<file path="src/rtl/psimd_pkg.sv">
`default_nettype none
// ============================================================================
// Module   : psimd_pkg
// Purpose  : Shared types and constants for the packed-SIMD DLFloat16
//            execution controller: opcode encoding, fflags bit positions,
//            dynamic rounding-mode code, execution-unit control bundle and
//            controller state encoding.
// Ports    : none (package)
// Revision : 1.0 - initial release
// ============================================================================
package psimd_pkg;

  typedef enum logic [3:0] {
    OPC_ADD = 4'd0,
    OPC_SUB = 4'd1,
    OPC_MUL = 4'd2,
    OPC_DIV = 4'd3,
    OPC_FMA = 4'd4,
    OPC_FMS = 4'd5,
    OPC_CMP = 4'd6,
    OPC_F2I = 4'd7,
    OPC_I2F = 4'd8
  } opc_e;

  // Bit positions inside the 5-bit {NV,DZ,OF,UF,NX} flag vector
  localparam int FLAG_NX = 0;
  localparam int FLAG_UF = 1;
  localparam int FLAG_OF = 2;
  localparam int FLAG_DZ = 3;
  localparam int FLAG_NV = 4;

  localparam logic [2:0] RM_DYN = 3'b111;
  localparam int         LANE_W = 16;

  typedef struct packed {
    logic [3:0] ena;
    logic [1:0] sel1;
    logic [2:0] sel2;
    logic       op;
  } eu_ctrl_t;

  typedef enum logic [1:0] {
    S_IDLE = 2'd0,
    S_EXEC = 2'd1,
    S_RESP = 2'd2
  } state_e;

endpackage
`default_nettype wire

</file>
<file path="src/rtl/psimd_op_decode.sv">
`default_nettype none
// ============================================================================
// Module   : psimd_op_decode
// Purpose  : Combinational opcode decoder. Maps a packed-SIMD opcode and
//            compare function onto the execution-unit ena/sel1/sel2/op
//            controls and flags unsupported opcodes.
// Ports    : opc_i     - instruction opcode
//            cmp_i     - compare function (only used by CMP)
//            ctrl_o    - decoded execution-unit controls
//            illegal_o - opcode not supported
// Revision : 1.0 - initial release
// ============================================================================
module psimd_op_decode
  import psimd_pkg::*;
(
  input  logic [3:0] opc_i,
  input  logic [2:0] cmp_i,
  output eu_ctrl_t   ctrl_o,
  output logic       illegal_o
);

  always_comb begin
    ctrl_o    = '0;
    illegal_o = 1'b0;
    case (opc_i)
      OPC_ADD: ctrl_o.ena = 4'b0001;
      OPC_SUB: begin
        ctrl_o.ena = 4'b0001;
        ctrl_o.op  = 1'b1;
      end
      OPC_MUL: ctrl_o.ena = 4'b0010;
      OPC_DIV: ctrl_o.ena = 4'b0100;
      OPC_FMA: ctrl_o.ena = 4'b1000;
      OPC_FMS: begin
        ctrl_o.ena = 4'b1000;
        ctrl_o.op  = 1'b1;
      end
      // Compare and conversions use the side paths selected by sel1; no
      // arithmetic block is enabled for them.
      OPC_CMP: begin
        ctrl_o.sel1 = 2'b01;
        ctrl_o.sel2 = cmp_i;
      end
      OPC_F2I: ctrl_o.sel1 = 2'b10;
      OPC_I2F: ctrl_o.sel1 = 2'b11;
      default: illegal_o = 1'b1;
    endcase
  end

endmodule
`default_nettype wire

</file>
<file path="src/rtl/psimd_exec_ctrl.sv">
`default_nettype none
// ============================================================================
// Module   : psimd_exec_ctrl
// Purpose  : Sequencer in front of the 4-lane DLFloat16 execution unit.
//            Accepts one instruction (valid/ready), drives registered unit
//            controls/operands for EXEC_LAT cycles, captures and lane-merges
//            the result, accumulates sticky fflags and returns the result
//            over a valid/ready handshake.
// Ports    : clk, rst (async, active-high)
//            in_*       - instruction channel (valid/ready + fields)
//            csr_frm    - dynamic rounding mode
//            flush      - abort in-flight op
//            fflags_clr - clear sticky flags
//            out_*      - result channel (valid/ready + data/flags)
//            fflags, op_count - sticky flags, retired legal op counter
//            eu_*       - execution-unit controls, operands and results
// Revision : 1.0 - initial release
// ============================================================================
module psimd_exec_ctrl
  import psimd_pkg::*;
#(
  parameter int REG_WIDTH = 64,
  parameter int EXEC_LAT  = 2,
  parameter int CNT_W     = 16
) (
  input  logic                   clk,
  input  logic                   rst,
  input  logic                   in_valid,
  output logic                   in_ready,
  input  logic [3:0]             in_opc,
  input  logic [2:0]             in_rm,
  input  logic [2:0]             in_cmp,
  input  logic [3:0]             in_lane_en,
  input  logic [REG_WIDTH-1:0]   in_src_a,
  input  logic [REG_WIDTH-1:0]   in_src_b,
  input  logic [REG_WIDTH-1:0]   in_src_c,
  input  logic [2*REG_WIDTH-1:0] in_srci,
  input  logic [2:0]             csr_frm,
  input  logic                   flush,
  input  logic                   fflags_clr,
  output logic                   out_valid,
  input  logic                   out_ready,
  output logic [REG_WIDTH-1:0]   out_result,
  output logic [2*REG_WIDTH-1:0] out_resulti,
  output logic [4:0]             out_flags,
  output logic                   out_illegal,
  output logic [4:0]             fflags,
  output logic [CNT_W-1:0]       op_count,
  output logic [3:0]             eu_ena,
  output logic [1:0]             eu_sel1,
  output logic [2:0]             eu_sel2,
  output logic                   eu_op,
  output logic [2:0]             eu_rm,
  output logic [REG_WIDTH-1:0]   eu_data1,
  output logic [REG_WIDTH-1:0]   eu_data2,
  output logic [REG_WIDTH-1:0]   eu_data3,
  output logic [REG_WIDTH-1:0]   eu_datai_0,
  output logic [REG_WIDTH-1:0]   eu_datai_1,
  input  logic [REG_WIDTH-1:0]   eu_dataout_1,
  input  logic [REG_WIDTH-1:0]   eu_dataouti_0,
  input  logic [REG_WIDTH-1:0]   eu_dataouti_1,
  input  logic [3:0]             eu_invalid,
  input  logic [3:0]             eu_inexact,
  input  logic [3:0]             eu_overflow,
  input  logic [3:0]             eu_underflow,
  input  logic [3:0]             eu_div_by_zero
);

  localparam int LANES = REG_WIDTH / LANE_W;
  localparam int LAT_W = (EXEC_LAT > 1) ? $clog2(EXEC_LAT) : 1;

  state_e                 state_q, state_d;
  logic [LAT_W-1:0]       cnt_q, cnt_d;
  logic [3:0]             lane_en_q, lane_en_d;
  eu_ctrl_t               eu_ctrl_q, eu_ctrl_d;
  logic [2:0]             eu_rm_q, eu_rm_d;
  logic [REG_WIDTH-1:0]   eu_data1_q, eu_data1_d;
  logic [REG_WIDTH-1:0]   eu_data2_q, eu_data2_d;
  logic [REG_WIDTH-1:0]   eu_data3_q, eu_data3_d;
  logic [2*REG_WIDTH-1:0] eu_datai_q, eu_datai_d;
  logic [REG_WIDTH-1:0]   result_q, result_d;
  logic [2*REG_WIDTH-1:0] resulti_q, resulti_d;
  logic [4:0]             flags_q, flags_d;
  logic                   illegal_q, illegal_d;
  logic [4:0]             fflags_q, fflags_d;
  logic [CNT_W-1:0]       op_count_q, op_count_d;

  eu_ctrl_t               w_dec_ctrl;
  logic                   w_opc_illegal;
  logic [2:0]             w_rm;
  logic                   w_illegal;
  logic [REG_WIDTH-1:0]   w_merged;
  logic [4:0]             w_flags;

  psimd_op_decode u_decode (
    .opc_i     (in_opc),
    .cmp_i     (in_cmp),
    .ctrl_o    (w_dec_ctrl),
    .illegal_o (w_opc_illegal)
  );

  // Dynamic rounding is resolved at accept time so a later CSR write cannot
  // affect an op already in flight.
  assign w_rm      = (in_rm == RM_DYN) ? csr_frm : in_rm;
  assign w_illegal = w_opc_illegal || (w_rm == 3'd5) || (w_rm == 3'd6);

  // Disabled lanes pass the src_a lane through unchanged; eu_data1_q still
  // holds src_a while the op is in EXEC.
  for (genvar g = 0; g < LANES; g++) begin : g_lane
    assign w_merged[g*LANE_W +: LANE_W] = lane_en_q[g] ? eu_dataout_1[g*LANE_W +: LANE_W]
                                                       : eu_data1_q[g*LANE_W +: LANE_W];
  end

  always_comb begin
    w_flags          = '0;
    w_flags[FLAG_NV] = |(eu_invalid     & lane_en_q);
    w_flags[FLAG_DZ] = |(eu_div_by_zero & lane_en_q);
    w_flags[FLAG_OF] = |(eu_overflow    & lane_en_q);
    w_flags[FLAG_UF] = |(eu_underflow   & lane_en_q);
    w_flags[FLAG_NX] = |(eu_inexact     & lane_en_q);
  end

  always_comb begin
    state_d    = state_q;
    cnt_d      = cnt_q;
    lane_en_d  = lane_en_q;
    eu_ctrl_d  = eu_ctrl_q;
    eu_rm_d    = eu_rm_q;
    eu_data1_d = eu_data1_q;
    eu_data2_d = eu_data2_q;
    eu_data3_d = eu_data3_q;
    eu_datai_d = eu_datai_q;
    result_d   = result_q;
    resulti_d  = resulti_q;
    flags_d    = flags_q;
    illegal_d  = illegal_q;
    op_count_d = op_count_q;
    // Clear takes effect before any OR of a same-cycle capture below.
    fflags_d   = fflags_clr ? 5'd0 : fflags_q;

    if (flush) begin
      state_d       = S_IDLE;
      eu_ctrl_d.ena = '0;
    end else begin
      case (state_q)
        S_IDLE: begin
          if (in_valid) begin
            lane_en_d = in_lane_en;
            if (w_illegal) begin
              illegal_d = 1'b1;
              result_d  = '0;
              resulti_d = '0;
              flags_d   = '0;
              state_d   = S_RESP;
            end else begin
              illegal_d  = 1'b0;
              eu_ctrl_d  = w_dec_ctrl;
              eu_rm_d    = w_rm;
              eu_data1_d = in_src_a;
              eu_data2_d = in_src_b;
              eu_data3_d = in_src_c;
              eu_datai_d = in_srci;
              cnt_d      = LAT_W'(EXEC_LAT - 1);
              state_d    = S_EXEC;
            end
          end
        end
        S_EXEC: begin
          if (cnt_q == '0) begin
            result_d      = w_merged;
            resulti_d     = {eu_dataouti_1, eu_dataouti_0};
            flags_d       = w_flags;
            fflags_d      = fflags_d | w_flags;
            op_count_d    = op_count_q + CNT_W'(1);
            eu_ctrl_d.ena = '0;
            state_d       = S_RESP;
          end else begin
            cnt_d = cnt_q - LAT_W'(1);
          end
        end
        S_RESP: begin
          if (out_ready) state_d = S_IDLE;
        end
        default: state_d = S_IDLE;
      endcase
    end
  end

  always_ff @(posedge clk or posedge rst) begin
    if (rst) begin
      state_q    <= S_IDLE;
      cnt_q      <= '0;
      lane_en_q  <= '0;
      eu_ctrl_q  <= '0;
      eu_rm_q    <= '0;
      eu_data1_q <= '0;
      eu_data2_q <= '0;
      eu_data3_q <= '0;
      eu_datai_q <= '0;
      result_q   <= '0;
      resulti_q  <= '0;
      flags_q    <= '0;
      illegal_q  <= 1'b0;
      fflags_q   <= '0;
      op_count_q <= '0;
    end else begin
      state_q    <= state_d;
      cnt_q      <= cnt_d;
      lane_en_q  <= lane_en_d;
      eu_ctrl_q  <= eu_ctrl_d;
      eu_rm_q    <= eu_rm_d;
      eu_data1_q <= eu_data1_d;
      eu_data2_q <= eu_data2_d;
      eu_data3_q <= eu_data3_d;
      eu_datai_q <= eu_datai_d;
      result_q   <= result_d;
      resulti_q  <= resulti_d;
      flags_q    <= flags_d;
      illegal_q  <= illegal_d;
      fflags_q   <= fflags_d;
      op_count_q <= op_count_d;
    end
  end

  assign in_ready    = (state_q == S_IDLE) && !flush;
  assign out_valid   = (state_q == S_RESP);
  assign out_result  = result_q;
  assign out_resulti = resulti_q;
  assign out_flags   = flags_q;
  assign out_illegal = illegal_q;
  assign fflags      = fflags_q;
  assign op_count    = op_count_q;
  assign eu_ena      = eu_ctrl_q.ena;
  assign eu_sel1     = eu_ctrl_q.sel1;
  assign eu_sel2     = eu_ctrl_q.sel2;
  assign eu_op       = eu_ctrl_q.op;
  assign eu_rm       = eu_rm_q;
  assign eu_data1    = eu_data1_q;
  assign eu_data2    = eu_data2_q;
  assign eu_data3    = eu_data3_q;
  assign eu_datai_0  = eu_datai_q[REG_WIDTH-1:0];
  assign eu_datai_1  = eu_datai_q[2*REG_WIDTH-1:REG_WIDTH];

endmodule
`default_nettype wire

</file>
<file path="config.mk">
export PLATFORM = sky130hd
export DESIGN_NAME = psimd_exec_ctrl
export DESIGN_NICKNAME = d
export VERILOG_FILES = /design/src/rtl/psimd_pkg.sv /design/src/rtl/psimd_op_decode.sv /design/src/rtl/psimd_exec_ctrl.sv
export SDC_FILE = /design/constraint.sdc
export NUM_CORES = 1
export LEC_CHECK = 0
export ABC_AREA = 1
export BUFFER_PORTS_ARGS = -buffer_cell sky130_fd_sc_hd__buf_2
export CAP_MARGIN = 20
export CORE_AREA = 5 5 426 428
export DETAILED_ROUTE_END_ITERATION = 7
export DIE_AREA = 0 0 431 433
export PLACE_DENSITY = 0.3
export SYNTH_ARGS = -nofsm -noshare
export SYNTH_HDL_FRONTEND = slang
export SYNTH_SLANG_ARGS = --single-unit
</file>
<file path="constraint.sdc">
create_clock -name clk -period 22.3 [get_ports clk]
set_input_delay 4.46 -clock clk [delete_from_list [all_inputs] [get_ports clk]]
set_output_delay 4.46 -clock clk [all_outputs]
set_load 0.02 [all_outputs]
</file>
==> results of run 1 <==
[state kept, by name, indices dropped and copies added (netlist names)]
register / count
eu_datai_q: 128
out_resulti: 128
eu_data1: 64
eu_data2: 64
eu_data3: 64
out_result: 64
op_count: 16
fflags: 5
out_flags: 5
eu_ena: 4
lane_en_q: 4
eu_rm: 3
eu_sel2: 3
eu_sel1: 2
state_q: 2
cnt_q: 1
eu_op: 1
out_illegal: 1
[kinds of logic after synthesis]
logic type / count (synthesis) / share of synthesized area
DFF: 559 / 0.610
and+or+nand+nor: 921 / 0.155
AOI/OAI and AO/OA: 596 / 0.133
buffers and inverters: 497 / 0.0960
adders and majority gates: 1 / 0.000546
xor gates and xnor gates: 15 / 0.00573
[metal layers]
metal | part of all wire | vias up | routed length [µm] | track usage
met5 | 0.0013 | - | 161 | 0
met3 | 0.079 | 200 | 9800 | 0.0459
met4 | 0.023 | 22 | 2860 | 0.0326
li1 | - | 10200 | - | -
met2 | 0.54 | 723 | 66600 | 0.242
met1 | 0.36 | 9805 | 44200 | 0.130
[through the flow]
| step | hold WS (ns) | setup slack [ns] | std cells |
|---|---|---|---|
| 2_1_floorplan | 0.516 | 2.21 | 2589 |
| 3_3_place_gp | 0.454 | 12.91 | 5924 |
| 3_5_place_dp | 0.454 | 12.92 | 5924 |
| 4_1_cts | 0.468 | 12.91 | 6063 |
| 5_1_grt | 0.492 | 12.89 | 6067 |
| 6_report | 0.466 | 12.92 | 6073 |
[area by class of cell]
class,instances,share of cell area
timing repair buffer,1131,0.172
multi-input combinational,1533,0.202
antenna,9,0.000674
clock buffer,115,0.0702
inverter,347,0.0393
sequential,559,0.418
clock inverter,24,0.00894
tap,2355,0.0881
[worst paths after layout]
| kind | startpoint | to | slack (ns) | cells after the start |
|---|---|---|---|---|
| max | flush | in_ready | 12.92 | 3 |
| min | out_flags[1] | out_flags[1] | 0.47 | 2 |
| max reg2reg | state_q[1] | out_resulti[47] | 18.05 | 8 |
| min reg2reg | out_flags[1] | out_flags[1] | 0.47 | 2 |
| max in group asynchronous | rst | out_resulti[53] | 14.59 | 6 |
| min in group asynchronous | rst | eu_datai_q[36] | 3.90 | 2 |
[synth_stat cells, drive strengths merged]
master	n
a21oi	15
a31oi	1
and3	1
buf	75
clkbuf	75
clkinv	3
dfrtp	559
ha	1
inv	344
nand2	741
nand3	21
nand4	8
nor2	146
nor3	4
o211ai	15
o21a	1
o21ai	562
o31ai	2
xnor2	8
xor2	7
[report_power, final]
part	switching, W	internal [W]
clock	0.000526	0.000777
sequential	0.000156	0.00126
combinational	0.000807	0.000327
[worst min-delay path, cell delays in order (launching register included)]
cell and delay, ns:
dfrtp_1 0.34, nand2_1 0.05, nand2_1 0.05
[cell usage in the layout (no fill, tap or decap), drive strengths merged, types with 2 or more instances in the layout]
master	instances
buf	1131
nand2	741
o21ai	562
dfrtp	559
inv	345
nor2	146
clkbuf	115
nand3	21
clkinv	20
a21oi	15
o211ai	15
diode	9
nand4	8
xnor2	8
xor2	7
bufinv	4
nor3	4
o31ai	2
clkinvlp	2
==> flow_summary.ini, run 1 <==
[timing]
period_share = 0.421
clock_skew_ns = 0.0212
worst_slew_pin_slew_ns = 1.02
maxSlewViolCount = 0
maxSlewHeadroom = 0.318
finalSetupTns_ns = 0
min_period_ns = 9.38
setup_violations = 0
rsz0062_at_grt = no
fmaxAchievable_ghz = 0.107
final_hold_viol_count = 0

[clock_network]
cts_buffer_depth = 3
ctsRootBufferMaster = clkbuf_16
postCtsSetupRepairBufs = 0
clkSlewWorstSetupHoldPaths_ns = 0.05
cts.htree.levels = 3
cts_tree = built
clk-insertion-delay-late_ns = 0.67
ctsHoldBuffers = 0
cts_made_buffers = 79
ctsResizeCount = 0
clock_sinks = 559

[global_routing]
grt_max_degree = 222
grt_antenna_before_repair = 51
grtUsageTotal = 0.127
grt_pass1_wl_um = 169000
grt_overflow_total = 0
grt_pass1_vias = 21300

[setup_path]
required_ns = 17.84
path_class = input port to output pin
path_cells = buf_2 -> nor2_1 -> buf_2
max_stage_delay_ns = 0.18
cp-start-kind = input port
cp_slowest_cell = buf_2
cp.arrival_ns = 4.92
path_max_fanout = 8
cpLargestDelayFamily = buffers and inverters
path_common_cell = buf_2
crit_buf_inv = 2
crit_path_end_kind = output pin

[yosys]
syn_area_per_cell_um2 = 8.85
synthDistinctLibCells = 31
synthCells = 2589
netlist_area_um2 = 22900
syn_nets = 3145
synth_warnings = 0
yosys.area.top_type = dfrtp_1
synthTopCellsByArea = dfrtp_1 (61%), nand2_1 (12%), o21ai_0 (10%), inv_1 (5.6%), nor2_1 (2.3%)
synth_top_area_frac = 0.610
synth-seq-cells = 559
seq_area_frac_synth = 0.610

[floorplanning]
rows = 155
pin_count = 1109
die_area_um2 = 187000
core_um2 = 177000
die_w_um = 431
start_util = 0.129
fp.dieH_um = 433

[final_layout]
layout.nets = 4207
drive_gt1_frac = 0.342
fin_area_um2 = 33400
area_growth_pct = 45.9
multi_input_area_um2 = 6750
seqCellArea_um2 = 14000
layout.core_utilization = 0.188
fill_cells = 20300

[placement]
placed_area_um2 = 30700
place_congestion = 0.825
io_buffer_count = 1108
dp_hpwl_um = 95800

[pwr]
p_leak_nw = 17.9
p_per_area_nw_per_um2 = 115
peakVddDrop_mv = 0.0560
totalPowerFinal_w = 0.00386

[drt]
wl_per_cell_um = 20.3
viasPerCell = 3.45
vias = 21000
drc = 0
dr.pass1.iters = 5
routed_wl_um = 124000
antenna_left = 0
drt-initial-drc-count = 934

[worst_hold_path]
hold_class = flop to flop

[run]
max_cap_violations = 0

[run_status]
status = completed
(Power assumes the default switching activity.)
==> run 2, diff against run 1 <==
- ABC_AREA: 1 -> 0
- clock period: 22.3 -> 9.75 ns (I/O delays scaled with it)
==> flow_summary.ini, run 2 <==
[yosys]
syn_nets = 1946
synth_most_common_cell = dfrtp_1
synth_edf_count = 0
synthCells = 1390
synth_top_area_frac = 0.647
synthDistinctLibCells = 47
synth_warnings = 0
netlist_area_um2 = 21600
synthTopCellsByArea = dfrtp_1 (65%), mux2_1 (15%), a22o_1 (5.4%), mux2i_1 (3.1%), o2bb2ai_1 (2.6%)
yosys.area.top_type = dfrtp_1
synth-seq-cells = 559
seq_area_frac_synth = 0.647
synth_commonest_cells = dfrtp_1 (559), mux2_1 (280), a22o_1 (133)
async_flop_share = 1.00
ys.flop_type = dfrtp_1
syn_area_per_cell_um2 = 15.5

[setup_path]
path_common_cell = buf_2
crit_path_end_kind = output pin
max_stage_delay_ns = 0.23
path_class = input port to output pin
path_cells = buf_2 -> nor3_2 -> buf_2
path_max_fanout = 10
crit-reg2reg-launch = state_q[0]
r2r_cells = 6
r2r_end = eu_datai_q[118]
cp-start-kind = input port
required_ns = 7.80
cpLargestDelayFamily = buffers and inverters
regToRegSetupSlack_ns = 6.36
cp.arrival_ns = 2.47
cp_slowest_cell = buf_2
crit_buf_inv = 2

[clock_network]
cts_tree = built
ctsResizeCount = 0
clock_sinks = 559
cts_buffer_depth = 3
postCtsSetupRepairBufs = 0
ctsHoldBuffers = 0
ctsRootBufferMaster = clkbuf_16
clk-insertion-delay-late_ns = 0.68
clkSlewWorstSetupHoldPaths_ns = 0.05
cts_made_buffers = 79
cts.htree.levels = 3

[drt]
wl_per_cell_um = 22.6
dr.pass1.iters = 4
routed_wl_um = 112000
vias = 16500
viasPerCell = 3.34
drt-initial-drc-count = 628
antenna_left = 0
drc = 0

[timing]
final_hold_viol_count = 0
setup_violations = 0
fmaxAchievable_ghz = 0.226
maxSlewViolCount = 0
maxSlewHeadroom = 0.267
worst_slew_pin_slew_ns = 1.10
min_period_ns = 4.42
rsz0062_at_grt = no
period_share = 0.454
clock_skew_ns = 0.0170
finalSetupTns_ns = 0

[final_layout]
layout_commonest_cell = buf_2
seqCellArea_um2 = 14000
fill_cells = 19700
final_cell_mix = buf_2 (1108), dfrtp_1 (556), mux2_1 (280)
layout.nets = 3059
multi_input_area_um2 = 6940
area_growth_pct = 49.7
drive_gt1_frac = 0.508
fin_cells = 4932

[run]
max_cap_violations = 0

[pwr]
pwr-share-comb = 0.274
internal_power_w = 0.00555
switching_share = 0.357
p_sw_w = 0.00308
p_clk_frac = 0.349
p_seq_frac = 0.378
p_leak_nw = 15.9
p_per_area_nw_per_um2 = 267
peakVddDrop_mv = 0.126

[global_routing]
grt_overflow_total = 0
grt_antenna_before_repair = 49
grt_pass1_vias = 17800
grt_max_degree = 128
grtUsageTotal = 0.114
grt_pass1_wl_um = 150000

[worst_hold_path]
hp-start = eu_sel1[0]
hold_depth = 2
hold_end = eu_sel1[0]
hold_class = flop to flop

[placement]
io_buffer_count = 1108
dp_hpwl_um = 85500
place_congestion = 0.789
place_inst = 4777

[floorplanning]
rows = 155
die_w_um = 431
start_util = 0.122
core_um2 = 177000
fp.dieH_um = 433
die_area_um2 = 187000
pin_count = 1109

[run_status]
status = completed
## run 2: how the worst max path moves through the flow
stage	slack, ns	startpoint	cells after the start	to
3_5_place_dp	4.75	csr_frm[1]	8	out_flags[3]
4_1_cts	5.31	flush	3	in_ready
3_3_place_gp	4.73	csr_frm[1]	8	out_flags[3]
6_report	5.33	flush	3	in_ready
2_1_floorplan	0.19	rst	1	cnt_q
5_1_grt	5.27	flush	3	in_ready
## run 2: layout make-up
| type | count | share of cell area |
|---|---|---|
| Clock buffer | 117 | 0.0718 |
| Tap cell | 2355 | 0.0911 |
| Inverter | 7 | 0.000928 |
| Sequential cell | 559 | 0.433 |
| Clock inverter | 19 | 0.00955 |
| Antenna cell | 19 | 0.00147 |
| Multi-Input combinational cell | 729 | 0.215 |
| Timing Repair Buffer | 1127 | 0.178 |
## run 2: tightest hold or removal path: cells and delay by family (launching register included)
family           cells  cell delay [ns]
AO/OA/AOI/OAI        1             0.05
AND/OR/NAND/NOR      1             0.05
flip-flops           1             0.34
## run 2: per-layer routing
layer	up-vias	track usage	part of all wire
met1	8324	0.121	0.37
met2	619	0.205	0.53
met3	163	0.0408	0.078
li1	7372	-	-
met5	-	0	0.00096
met4	16	0.0477	0.030
## run 2: through the flow
| stage | area [µm²] | worst slack, ns | hold WS, ns | util | power (W) |
|---|---|---|---|---|---|
| floorplan | 21600 | 0.190 | 0.544 | - | 0.00455 |
| global placement | 29700 | 4.73 | 0.458 | 0.167 | 0.00574 |
| detailed placement | 29700 | 4.75 | 0.462 | 0.167 | 0.00574 |
| CTS | 32300 | 5.31 | 0.479 | 0.182 | 0.00888 |
| global route | 32300 | 5.27 | 0.493 | 0.182 | 0.00911 |
| finish | 32400 | 5.33 | 0.474 | 0.182 | 0.00863 |
## run 2: power groups by stage
stage,Clock (W),Sequential [W],Combinational (W)
3_5_place_dp,0,0.00330,0.00243
5_1_grt,0.00324,0.00334,0.00252
2_1_floorplan,0,0.00391,0.000635
3_3_place_gp,0,0.00331,0.00244
6_report,0.00301,0.00326,0.00236
4_1_cts,0.00317,0.00327,0.00244
## run 2: cell families after synthesis
kind of cell               count (synthesis)  share of synthesized area
AOI/OAI and AO/OA                        238                     0.0932
and+or+nand+nor                           82                     0.0199
DFF                                      559                      0.647
xor gates and xnor gates                  16                    0.00649
buffers and inverters                    102                     0.0322
muxes                                    392                      0.200
adders and majority gates                  1                   0.000579
